===== config.mk =====
export PLATFORM = sky130hd
export DESIGN_NAME = jh512_gn_fifo
export DESIGN_NICKNAME = d
export VERILOG_FILES = /design/src/rtl/jh512_pkg.sv /design/src/rtl/jh512_gn_fifo.sv
export SDC_FILE = /design/constraint.sdc
export NUM_CORES = 1
export LEC_CHECK = 0
export ABC_CLOCK_PERIOD_IN_PS = 10300
export CAP_MARGIN = 15
export CORE_UTILIZATION = 50
export CTS_CLUSTER_SIZE = 10
export DETAILED_ROUTE_END_ITERATION = 6
export GPL_TIMING_DRIVEN = 1
export PLACE_DENSITY = 0.77
export RECOVER_POWER = 50
export SLEW_MARGIN = 5
export SYNTH_ARGS = -nofsm -noshare
export SYNTH_HDL_FRONTEND = slang
export SYNTH_SLANG_ARGS = --single-unit

===== constraint.sdc =====
create_clock -name clk -period 10.3 [get_ports clk]
set_input_delay 2.575 -clock clk [delete_from_list [all_inputs] [get_ports clk]]
set_output_delay 2.575 -clock clk [all_outputs]
set_load 0.05 [all_outputs]

===== src/rtl/jh512_pkg.sv =====
// Shared constants and FSM state type for the JH512 scan driver.
// Imported by jh512_gn_fifo and jh512_result_checker.
package jh512_pkg;

  localparam int NONCE_W  = 32;
  localparam int HASH_W   = 512;
  localparam int TARGET_W = 64;

  typedef enum logic [1:0] {
    IDLE,
    SCAN,
    DRAIN,
    DONE
  } state_t;

endpackage


===== src/rtl/jh512_gn_fifo.sv =====
// Synchronous FIFO for golden nonces; push+pop allowed when full.
// Ports: clk, rst, push, pop, din, dout (head), full, empty.
module jh512_gn_fifo #(
  parameter int DEPTH = 8,
  parameter int WIDTH = 32
) (
  input  logic             clk,
  input  logic             rst,
  input  logic             push,
  input  logic             pop,
  input  logic [WIDTH-1:0] din,
  output logic [WIDTH-1:0] dout,
  output logic             full,
  output logic             empty
);

  import jh512_pkg::*;

  localparam int AW = $clog2(DEPTH);

  logic [WIDTH-1:0] mem [DEPTH];
  logic [AW:0]      wr_ptr;
  logic [AW:0]      rd_ptr;
  logic             do_push;
  logic             do_pop;

  assign empty = (wr_ptr == rd_ptr);
  assign full  = (wr_ptr[AW] != rd_ptr[AW]) &&
                 (wr_ptr[AW-1:0] == rd_ptr[AW-1:0]);

  // a pop frees the slot the same-cycle push lands in
  assign do_pop  = pop && !empty;
  assign do_push = push && (!full || do_pop);

  assign dout = mem[rd_ptr[AW-1:0]];

  always_ff @(posedge clk) begin
    if (rst) begin
      wr_ptr <= '0;
      rd_ptr <= '0;
    end else begin
      if (do_push) wr_ptr <= wr_ptr + 1'b1;
      if (do_pop)  rd_ptr <= rd_ptr + 1'b1;
    end
  end

  always_ff @(posedge clk) begin
    if (do_push) mem[wr_ptr[AW-1:0]] <= din;
  end

endmodule


==> results of run 1 <==
==> synth_stat cells (all sizes together) <==
library cell / instances / share of area (%)
nand4: 2 / 0.12
a41o: 1 / 0.098
nor3: 4 / 0.20
or3: 2 / 0.12
clkbuf: 5 / 0.18
o211ai: 1 / 0.073
mux2i: 2 / 0.20
a211o: 1 / 0.086
ha: 2 / 0.24
mux4: 64 / 14
nand3: 2 / 0.098
mux2: 34 / 3.7
nor2b: 2 / 0.12
nor2: 8 / 0.29
nor4: 1 / 0.061
nand2b: 3 / 0.18
edfxtp: 256 / 75
o311ai: 1 / 0.086
inv: 4 / 0.15
o21ai: 4 / 0.20
nor4bb: 1 / 0.098
a21boi: 1 / 0.11
dfxtp: 11 / 2.2
xnor2: 4 / 0.34
xor2: 2 / 0.17
a21oi: 3 / 0.18
nand2: 3 / 0.11
buf: 17 / 1.3
==> worst paths after layout <==
kind / from / endpoint / cells after the start
hold reg to reg: rd_ptr[2] / flip-flop / 2
hold / removal: rd_ptr[2] / flip-flop / 2
setup / recovery: flip-flop / dout[8] / 4
setup reg to reg: wr_ptr[1] / wr_ptr[3] / 6
==> registers in the layout (all words and copies together), names as in the netlist, named ones only <==
signal and flops:
mem 256, rd_ptr 4, wr_ptr 4
==> through the flow <==
step / area [µm²] / utilization, % / setup slack, ns / power [mW]
6_report: 12100 / 61.1 / 4.20 / 2.63
5_1_grt: 12100 / 61.1 / 3.94 / 2.73
4_1_cts: 12100 / 61.2 / 4.08 / 2.66
3_5_place_dp: 11200 / 56.7 / 4.66 / 1.73
3_3_place_gp: 11200 / 56.7 / 4.69 / 1.72
2_1_floorplan: 10200 / - / 3.99 / 1.60
==> report_power, final <==
| part | internal [mW] | switching [mW] |
|---|---|---|
| clock network | 0.559 | 0.379 |
| registers | 1.22 | 0.0171 |
| logic | 0.200 | 0.257 |
==> routing by layer <==
metal | up-vias | track usage (%)
met5 | - | 0
met3 | 30 | 3.14
li1 | 2033 | -
met1 | 2439 | 24.8
met2 | 135 | 31.1
met4 | 0 | 7.02
==> layout make-up <==
| type | instances | area (µm²) |
|---|---|---|
| Inverter | 4 | 15.0 |
| Sequential cell | 267 | 7910 |
| Antenna cell | 1 | 2.50 |
| Tap cell | 265 | 332 |
| Timing Repair Buffer | 79 | 762 |
| Multi-Input combinational cell | 148 | 2200 |
| Fill cell | 1360 | 7690 |
| Clock inverter | 1 | 5.00 |
| Clock buffer | 55 | 866 |
==> cells by family (layout without fill, tap and decap cells) <==
kind of cell / count (synthesis) / in the layout / synth area share, %
other cells: 0 / 1 / 0
mux: 100 / 100 / 18.0
fa+ha+maj: 2 / 2 / 0.245
compound gates: 12 / 12 / 0.832
xor+xnor: 6 / 6 / 0.514
flops: 267 / 267 / 77.3
simple gates: 28 / 28 / 1.41
buf+inv: 26 / 139 / 1.63
==> worst max-delay path, cell delays in order (launching register included) <==
cell	delay, ns
dfxtp_4	0.47
buf_4	0.84
mux4_2	0.62
mux2_2	0.31
clkdlybuf4s50_1	0.71
==> results.sh, run 1 <==
export IMPL_run_status="finished, violations left"
export IMPL_violations="max-capacitance violations, max-slew violations"
export IMPL_layout_drive_gt1_share_pct=27.4
export IMPL_yosysSeqAreaShare_pct=77.3
export IMPL_grt_pass1_vias=5126
export IMPL_p_per_area_mw_per_mm2=218
export IMPL_rows=51
export IMPL_timing_fmax_mhz=164
export IMPL_start_util_pct=51.7
export IMPL_cp_arrival_ns=3.52
export IMPL_routed_via_density=5.65
export IMPL_syn_instance_count=441
export IMPL_port_buffers=69
export IMPL_slew_violations=34
export IMPL_area_growth_synth_to_final_pct=18.3
export IMPL_max_clock_path_buffers=3
export IMPL_hp_class="flip-flop to flip-flop"
export IMPL_die_h_um=145
export IMPL_cts_max_level=1
export IMPL_synth_seq_cells=267
export IMPL_wl_met1_um=7820
export IMPL_drc=0
export IMPL_post_cts_setup_buffers=0
export IMPL_wl_per_cell_um=22.9
export IMPL_vias=4637
export IMPL_cts_buffers=30
export IMPL_final_cell_mix="edfxtp_1 (256), mux4_2 (64), dlygate4sd3_1 (35)"
export IMPL_dr_first_iter_drc_count=327
export IMPL_routed_wl_met2_um=9600
export IMPL_highest_layer="met4"
export IMPL_fin_skew_ns=0.00891
export IMPL_dr_pass1_iters=4
export IMPL_dr_wl_met3_um=956
export IMPL_period_share_pct=59.2
export IMPL_die_w_um=145
export IMPL_core_area_mm2=0.0198
export IMPL_postCtsHoldBufs=0
export IMPL_rsz0062_at_grt="no"
export IMPL_gp_congestion=0.732
export IMPL_tritoncts="yes"
export IMPL_final_nets=568
export IMPL_p_leak_nw=3.75
export IMPL_grt_use_total_pct=18.7
export IMPL_required_ns=7.73
export IMPL_insertion_delay_ns=0.53
export IMPL_critical_path_class="flip-flop to primary output"
export IMPL_antenna_found_initial=0
export IMPL_cts_root_buffer="clkbuf_16"
export IMPL_crit_fanout=54
export IMPL_cp_start_kind="flip-flop"
export IMPL_clkSlewWorstSetupHoldPaths_ns=0.05
export IMPL_finalHoldViolCount=0
export IMPL_syn_num_nets=479
export IMPL_overflow=0
export IMPL_min_period_ns=6.10
export IMPL_setup_tns_ns=0
export IMPL_worst_pin_slew_ns=2.45
export IMPL_synth_area_per_cell_um2=23.2
export IMPL_grt_pass1_wl_um=29300
export IMPL_ios=70
export IMPL_cts_resized=0
export IMPL_grt_max_degree=65
export IMPL_cp_end_kind="primary output"
export IMPL_max_slew_margin_pct=-63.6
export IMPL_dp_cells=763
export IMPL_synth_area_mm2=0.0102
export IMPL_layout_commonest_cell="edfxtp_1"
export IMPL_finalSetupViolations=0
export IMPL_stdcell_count=820
export IMPL_hpwl_um=9880
export IMPL_cap_violations=1
export IMPL_fp_dieArea_mm2=0.0210
export IMPL_routed_wl_um=18800
export IMPL_clock_sinks=267
export IMPL_synth_distinct_cells=33
export IMPL_max_vdd_ir_drop_v=0.000116
export IMPL_ys_warnings_count=0
export IMPL_rrSetupSlack_ns=6.73
export IMPL_drtAntennaViolNets=0
export IMPL_hold_worst_slack_ns=0.547
Power figures use the tool's default switching activity.
==> run 2, diff against run 1 <==
--- a/config.mk
+++ b/config.mk
@@ -5,13 +5,13 @@
 export SDC_FILE = /design/constraint.sdc
 export NUM_CORES = 1
 export LEC_CHECK = 0
-export ABC_CLOCK_PERIOD_IN_PS = 10300
+export ABC_CLOCK_PERIOD_IN_PS = 4900
 export CAP_MARGIN = 15
 export CORE_UTILIZATION = 50
 export CTS_CLUSTER_SIZE = 10
 export DETAILED_ROUTE_END_ITERATION = 6
 export GPL_TIMING_DRIVEN = 1
-export PLACE_DENSITY = 0.77
+export PLACE_DENSITY = 0.8
 export RECOVER_POWER = 50
 export SLEW_MARGIN = 5
 export SYNTH_ARGS = -nofsm -noshare
==> constraint.sdc (replaced) <==
create_clock -name clk -period 4.9 [get_ports clk]
set_input_delay 1.225 -clock clk [delete_from_list [all_inputs] [get_ports clk]]
set_output_delay 1.225 -clock clk [all_outputs]
set_load 0.05 [all_outputs]
==> results.sh, run 2 (synthesis gave the netlist of run 1 again) <==
export IMPL_clock_sinks=267
export IMPL_drtAntennaViolNets=0
export IMPL_finalHoldViolCount=0
export IMPL_final_nets=572
export IMPL_wl_per_cell_um=24.1
export IMPL_rows=51
export IMPL_routed_wl_um=19600
export IMPL_power_frac_seq_pct=47.9
export IMPL_period_share_pct=88.7
export IMPL_slowest_stage="clkdlybuf4s50_1"
export IMPL_cp_arrival_ns=3.12
export IMPL_hpwl_um=10500
export IMPL_core_area_mm2=0.0198
export IMPL_crit_fanout=34
export IMPL_grt_pass1_wl_um=30100
export IMPL_post_place_ws_ns=1.09
export IMPL_path_delay_family="buffers and inverters"
export IMPL_required_ns=3.67
export IMPL_stdcell_count=811
export IMPL_finalSetupViolations=0
export IMPL_max_clock_path_buffers=3
export IMPL_swShare_pct=25.0
export IMPL_hp_class="flip-flop to flip-flop"
export IMPL_drc=0
export IMPL_timing_fmax_mhz=230
export IMPL_p_int_mw=4.11
export IMPL_p_leak_nw=3.75
export IMPL_tritoncts="yes"
export IMPL_final_cell_mix="edfxtp_1 (256), mux4_2 (64), dlygate4sd3_1 (35)"
export IMPL_r2r_start="wr_ptr[1]"
export IMPL_grt_pass1_vias=5122
export IMPL_port_buffers=69
export IMPL_gp_congestion=0.693
export IMPL_reg2reg_depth=5
export IMPL_min_period_ns=4.35
export IMPL_slew_violations=0
export IMPL_cap_violations=0
export IMPL_cts_buffers=30
export IMPL_worst_path_buf_inv=2
export IMPL_min_from="rd_ptr[2]"
export IMPL_comb_power_share_pct=17.6
export IMPL_ios=70
export IMPL_grt_max_degree=35
export IMPL_crit_chain="buf_12 -> mux4_2 -> mux2_2 -> clkdlybuf4s50_1"
export IMPL_rsz0062_at_grt="no"
export IMPL_antenna_found_initial=1
export IMPL_max_vdd_ir_drop_v=0.000308
export IMPL_cts_root_buffer="clkbuf_16"
export IMPL_dp_cells=767
export IMPL_post_cts_setup_buffers=0
export IMPL_start_util_pct=51.7
export IMPL_run_status="complete, no violations"
export IMPL_p_clk_share_pct=34.5
export IMPL_setup_tns_ns=0
export IMPL_clkSlewWorstSetupHoldPaths_ns=0.06
export IMPL_cp_start_kind="flip-flop"
export IMPL_critical_path_class="flip-flop to primary output"
export IMPL_insertion_delay_ns=0.54
export IMPL_grt_use_total_pct=19.2
export IMPL_routed_via_density=5.84
export IMPL_die_w_um=145
export IMPL_fin_skew_ns=0.00600
export IMPL_hold_depth=2
export IMPL_fin_area_mm2=0.0121
export IMPL_fin_ws_ns=0.552
export IMPL_largest_reg_flops=256
export IMPL_layout_commonest_cell="edfxtp_1"
export IMPL_postCtsHoldBufs=0
export IMPL_cts_max_level=1
export IMPL_power_switching_mw=1.37
export IMPL_antennaDiodeCount=0
export IMPL_area_growth_synth_to_final_pct=18.1
export IMPL_rrSetupSlack_ns=2.08
export IMPL_vias=4738
export IMPL_cts_resized=0
export IMPL_cp_end_kind="primary output"
export IMPL_cpPeakStageDelay_ns=0.72
export IMPL_layout_drive_gt1_share_pct=28.0
export IMPL_worst_pin_slew_ns=1.15
export IMPL_dr_pass1_iters=5
export IMPL_p_per_area_mw_per_mm2=454
export IMPL_die_h_um=145
export IMPL_overflow=0
export IMPL_fp_dieArea_mm2=0.0210
export IMPL_reg2reg_to="mem[7][5]"
export IMPL_placed_cell_area_mm2=0.0113
export IMPL_max_slew_margin_pct=23.0
export IMPL_dr_first_iter_drc_count=345
[run 2: metal layers]
metal	up-vias	GRT usage [%]	wire [µm]
met3	40	3.68	1190
met5	-	0	13
met4	2	7.13	425
met2	194	32.5	10000
met1	2474	24.9	7930
li1	2028	-	-
[run 2: worst reg2reg max path, delay by kind of cell, from the launching register on]
kind / cells / cell delay [ns]
compound gates: 1 / 0.87
buf+inv: 2 / 0.62
xor+xnor: 1 / 0.19
flops: 1 / 0.59
simple gates: 1 / 0.20
[run 2: final cells by class]
cell class,count,area [µm²]
clock buffer,43,800
clock inverter,1,16.3
fill,1339,7710
inverter,4,15.0
multi-input combinational,148,2190
sequential,267,7910
tap,265,332
timing repair buffer,83,805
[run 2: worst max-delay path by stage]
stage,from,cells past startpoint,to,slack (ns)
after global placement,flip-flop,4,dout[23],1.11
final,flip-flop,4,dout[3],0.55
after CTS,flip-flop,4,dout[3],0.50
after floorplan,pop,2,mem[4][0],0.77
after detailed placement,flip-flop,4,dout[23],1.09
after global routing,flip-flop,4,dout[3],0.42
[run 2: power by group through the flow]
stage	Clock, mW	Combinational (mW)	Sequential, mW
finish	1.89	0.962	2.62
global route	2.01	1.01	2.63
CTS	1.92	0.981	2.63
detailed placement	0	0.967	2.67
global placement	0	0.956	2.66
floorplan	0	0.741	2.63
[run 2: metrics by stage]
stage | hold WS [ns] | util (%) | power (mW)
6_report | 0.545 | 61.0 | 5.48
5_1_grt | 0.563 | 61.0 | 5.65
4_1_cts | 0.545 | 61.1 | 5.53
3_5_place_dp | 0.533 | 57.0 | 3.64
3_3_place_gp | 0.507 | 57.0 | 3.62
2_1_floorplan | 0.494 | - | 3.37
==> run 3, diff against run 2 <==
--- a/config.mk
+++ b/config.mk
@@ -6,12 +6,15 @@
 export NUM_CORES = 1
 export LEC_CHECK = 0
 export ABC_CLOCK_PERIOD_IN_PS = 4900
-export CAP_MARGIN = 15
-export CORE_UTILIZATION = 50
+export CAP_MARGIN = 20
+export CELL_PAD_IN_SITES_DETAIL_PLACEMENT = 2
+export CELL_PAD_IN_SITES_GLOBAL_PLACEMENT = 2
+export CORE_MARGIN = 1.5
+export CORE_UTILIZATION = 42
 export CTS_CLUSTER_SIZE = 10
 export DETAILED_ROUTE_END_ITERATION = 6
 export GPL_TIMING_DRIVEN = 1
-export PLACE_DENSITY = 0.8
+export PLACE_DENSITY = 0.83
 export RECOVER_POWER = 50
 export SLEW_MARGIN = 5
 export SYNTH_ARGS = -nofsm -noshare
==> results.sh, run 3 (synthesis gave the netlist of run 1 again) <==
export IMPL_cts_root_buffer="clkbuf_16"
export IMPL_layout_drive_gt1_share_pct=27.8
export IMPL_core_area_mm2=0.0237
export IMPL_min_from="rd_ptr[3]"
export IMPL_antenna_found_initial=2
export IMPL_fp_dieArea_mm2=0.0253
export IMPL_postCtsHoldBufs=0
export IMPL_die_h_um=159
export IMPL_routed_via_density=5.42
export IMPL_cts_buffers=31
export IMPL_tritoncts="yes"
export IMPL_dr_pass1_iters=4
export IMPL_grt_pass1_vias=5362
export IMPL_start_util_pct=43.2
export IMPL_drc=0
export IMPL_routed_wl_met2_um=12000
export IMPL_fin_ws_ns=0.434
export IMPL_dr_first_iter_drc_count=356
export IMPL_timing_fmax_mhz=224
export IMPL_grt_max_degree=65
export IMPL_setup_tns_ns=0
export IMPL_final_util_pct=51.4
export IMPL_drtAntennaViolNets=0
export IMPL_reg2reg_to="mem[3][1]"
export IMPL_post_cts_setup_buffers=0
export IMPL_layout_commonest_cell="edfxtp_1"
export IMPL_required_ns=3.67
export IMPL_largest_reg_flops=256
export IMPL_final_nets=570
export IMPL_p_leak_nw=3.77
export IMPL_cts_resized=0
export IMPL_ios=70
export IMPL_cp_start_kind="flip-flop"
export IMPL_finalSetupViolations=0
export IMPL_max_vdd_ir_drop_v=0.000246
export IMPL_min_period_ns=4.47
export IMPL_hold_depth=2
export IMPL_hpwl_um=13900
export IMPL_run_status="complete, no violations"
export IMPL_critical_path_class="flip-flop to primary output"
export IMPL_grt_pass1_wl_um=35400
export IMPL_final_cell_mix="edfxtp_1 (256), mux4_2 (64), dlygate4sd3_1 (35)"
export IMPL_post_place_ws_ns=0.945
export IMPL_fin_skew_ns=0.0225
export IMPL_r2r_start="wr_ptr[1]"
export IMPL_wl_per_cell_um=27.1
export IMPL_hold_worst_slack_ns=0.558
export IMPL_slew_violations=0
export IMPL_n_fill_cell=2081
export IMPL_vias=4716
export IMPL_insertion_delay_ns=0.55
export IMPL_rsz0062_at_grt="no"
export IMPL_p_per_area_mw_per_mm2=460
export IMPL_finalHoldViolCount=0
export IMPL_routed_wl_um=23600
export IMPL_cap_violations=0
export IMPL_gp_congestion=0.717
export IMPL_cp_end_kind="primary output"
export IMPL_max_slew_margin_pct=22.4
export IMPL_rrSetupSlack_ns=1.92
export IMPL_dr_wl_met3_um=1170
export IMPL_clock_sinks=267
export IMPL_cp_arrival_ns=3.24
export IMPL_highest_layer="met5"
export IMPL_hold_end="rd_ptr[3]"
export IMPL_worst_pin_slew_ns=1.16
export IMPL_clkSlewWorstSetupHoldPaths_ns=0.06
export IMPL_wl_met1_um=10000
export IMPL_period_share_pct=91.1
export IMPL_area_growth_synth_to_final_pct=19.0
export IMPL_crit_fanout=24
export IMPL_die_w_um=159
export IMPL_hp_class="flip-flop to flip-flop"
export IMPL_rows=56
export IMPL_reg2reg_depth=5
export IMPL_p_total_mw=5.60
export IMPL_port_buffers=69
export IMPL_overflow=0
export IMPL_max_clock_path_buffers=3
export IMPL_grt_use_total_pct=19.0
export IMPL_cts_max_level=1
[run 3: cell types whose count changed in the layout (fill, tap and decap cells not counted), sizes merged]
cell    previous run  this run
buf               13        11
clkbuf            44        47
clkinv             1         2
diode              0         1
inv                4         6
[run 3: per-layer routing]
layer | track usage [%] | up-vias
met2 | 32.7 | 123
li1 | - | 2034
met5 | 0 | -
met1 | 25.8 | 2525
met3 | 3.20 | 32
met4 | 3.56 | 2
[run 3: worst max path at each step]
stage	cells past startpoint	end	slack, ns
after floorplan	2	mem[4][0]	0.77
after global placement	4	dout[30]	1.03
after detailed placement	4	dout[30]	0.95
after CTS	4	dout[0]	0.36
after global routing	4	dout[30]	0.26
final	4	dout[25]	0.43
[run 3: cell type report]
class / instances / area, µm² / area share, %
Antenna cell: 1 / 2.50 / 0.0206
Clock buffer: 47 / 836 / 6.87
Clock inverter: 4 / 22.5 / 0.185
Inverter: 4 / 15.0 / 0.123
Multi-Input combinational cell: 148 / 2190 / 18.0
Sequential cell: 267 / 7920 / 65.0
Tap cell: 319 / 399 / 3.28
Timing Repair Buffer: 80 / 786 / 6.46
[run 3: stage by stage]
stage	std cells	area (µm²)
final	870	12200
after global routing	869	12200
after CTS	869	12200
after detailed placement	818	11300
after global placement	818	11300
after floorplan	441	10200
[run 3: worst max-delay path: stages, from the launching register on]
cell	delay (ns)
dfxtp_4	0.68
buf_4	0.43
mux4_2	0.56
mux2_2	0.28
clkdlybuf4s50_1	0.72
[run 3: power by group]
group          internal, mW  leakage (nW)  switching (mW)  total (mW)
logic                 0.429         0.938           0.524       0.953
registers              2.57          2.42          0.0837        2.65
clock network          1.16         0.413           0.837        1.99
total                  4.15          3.77            1.45        5.60
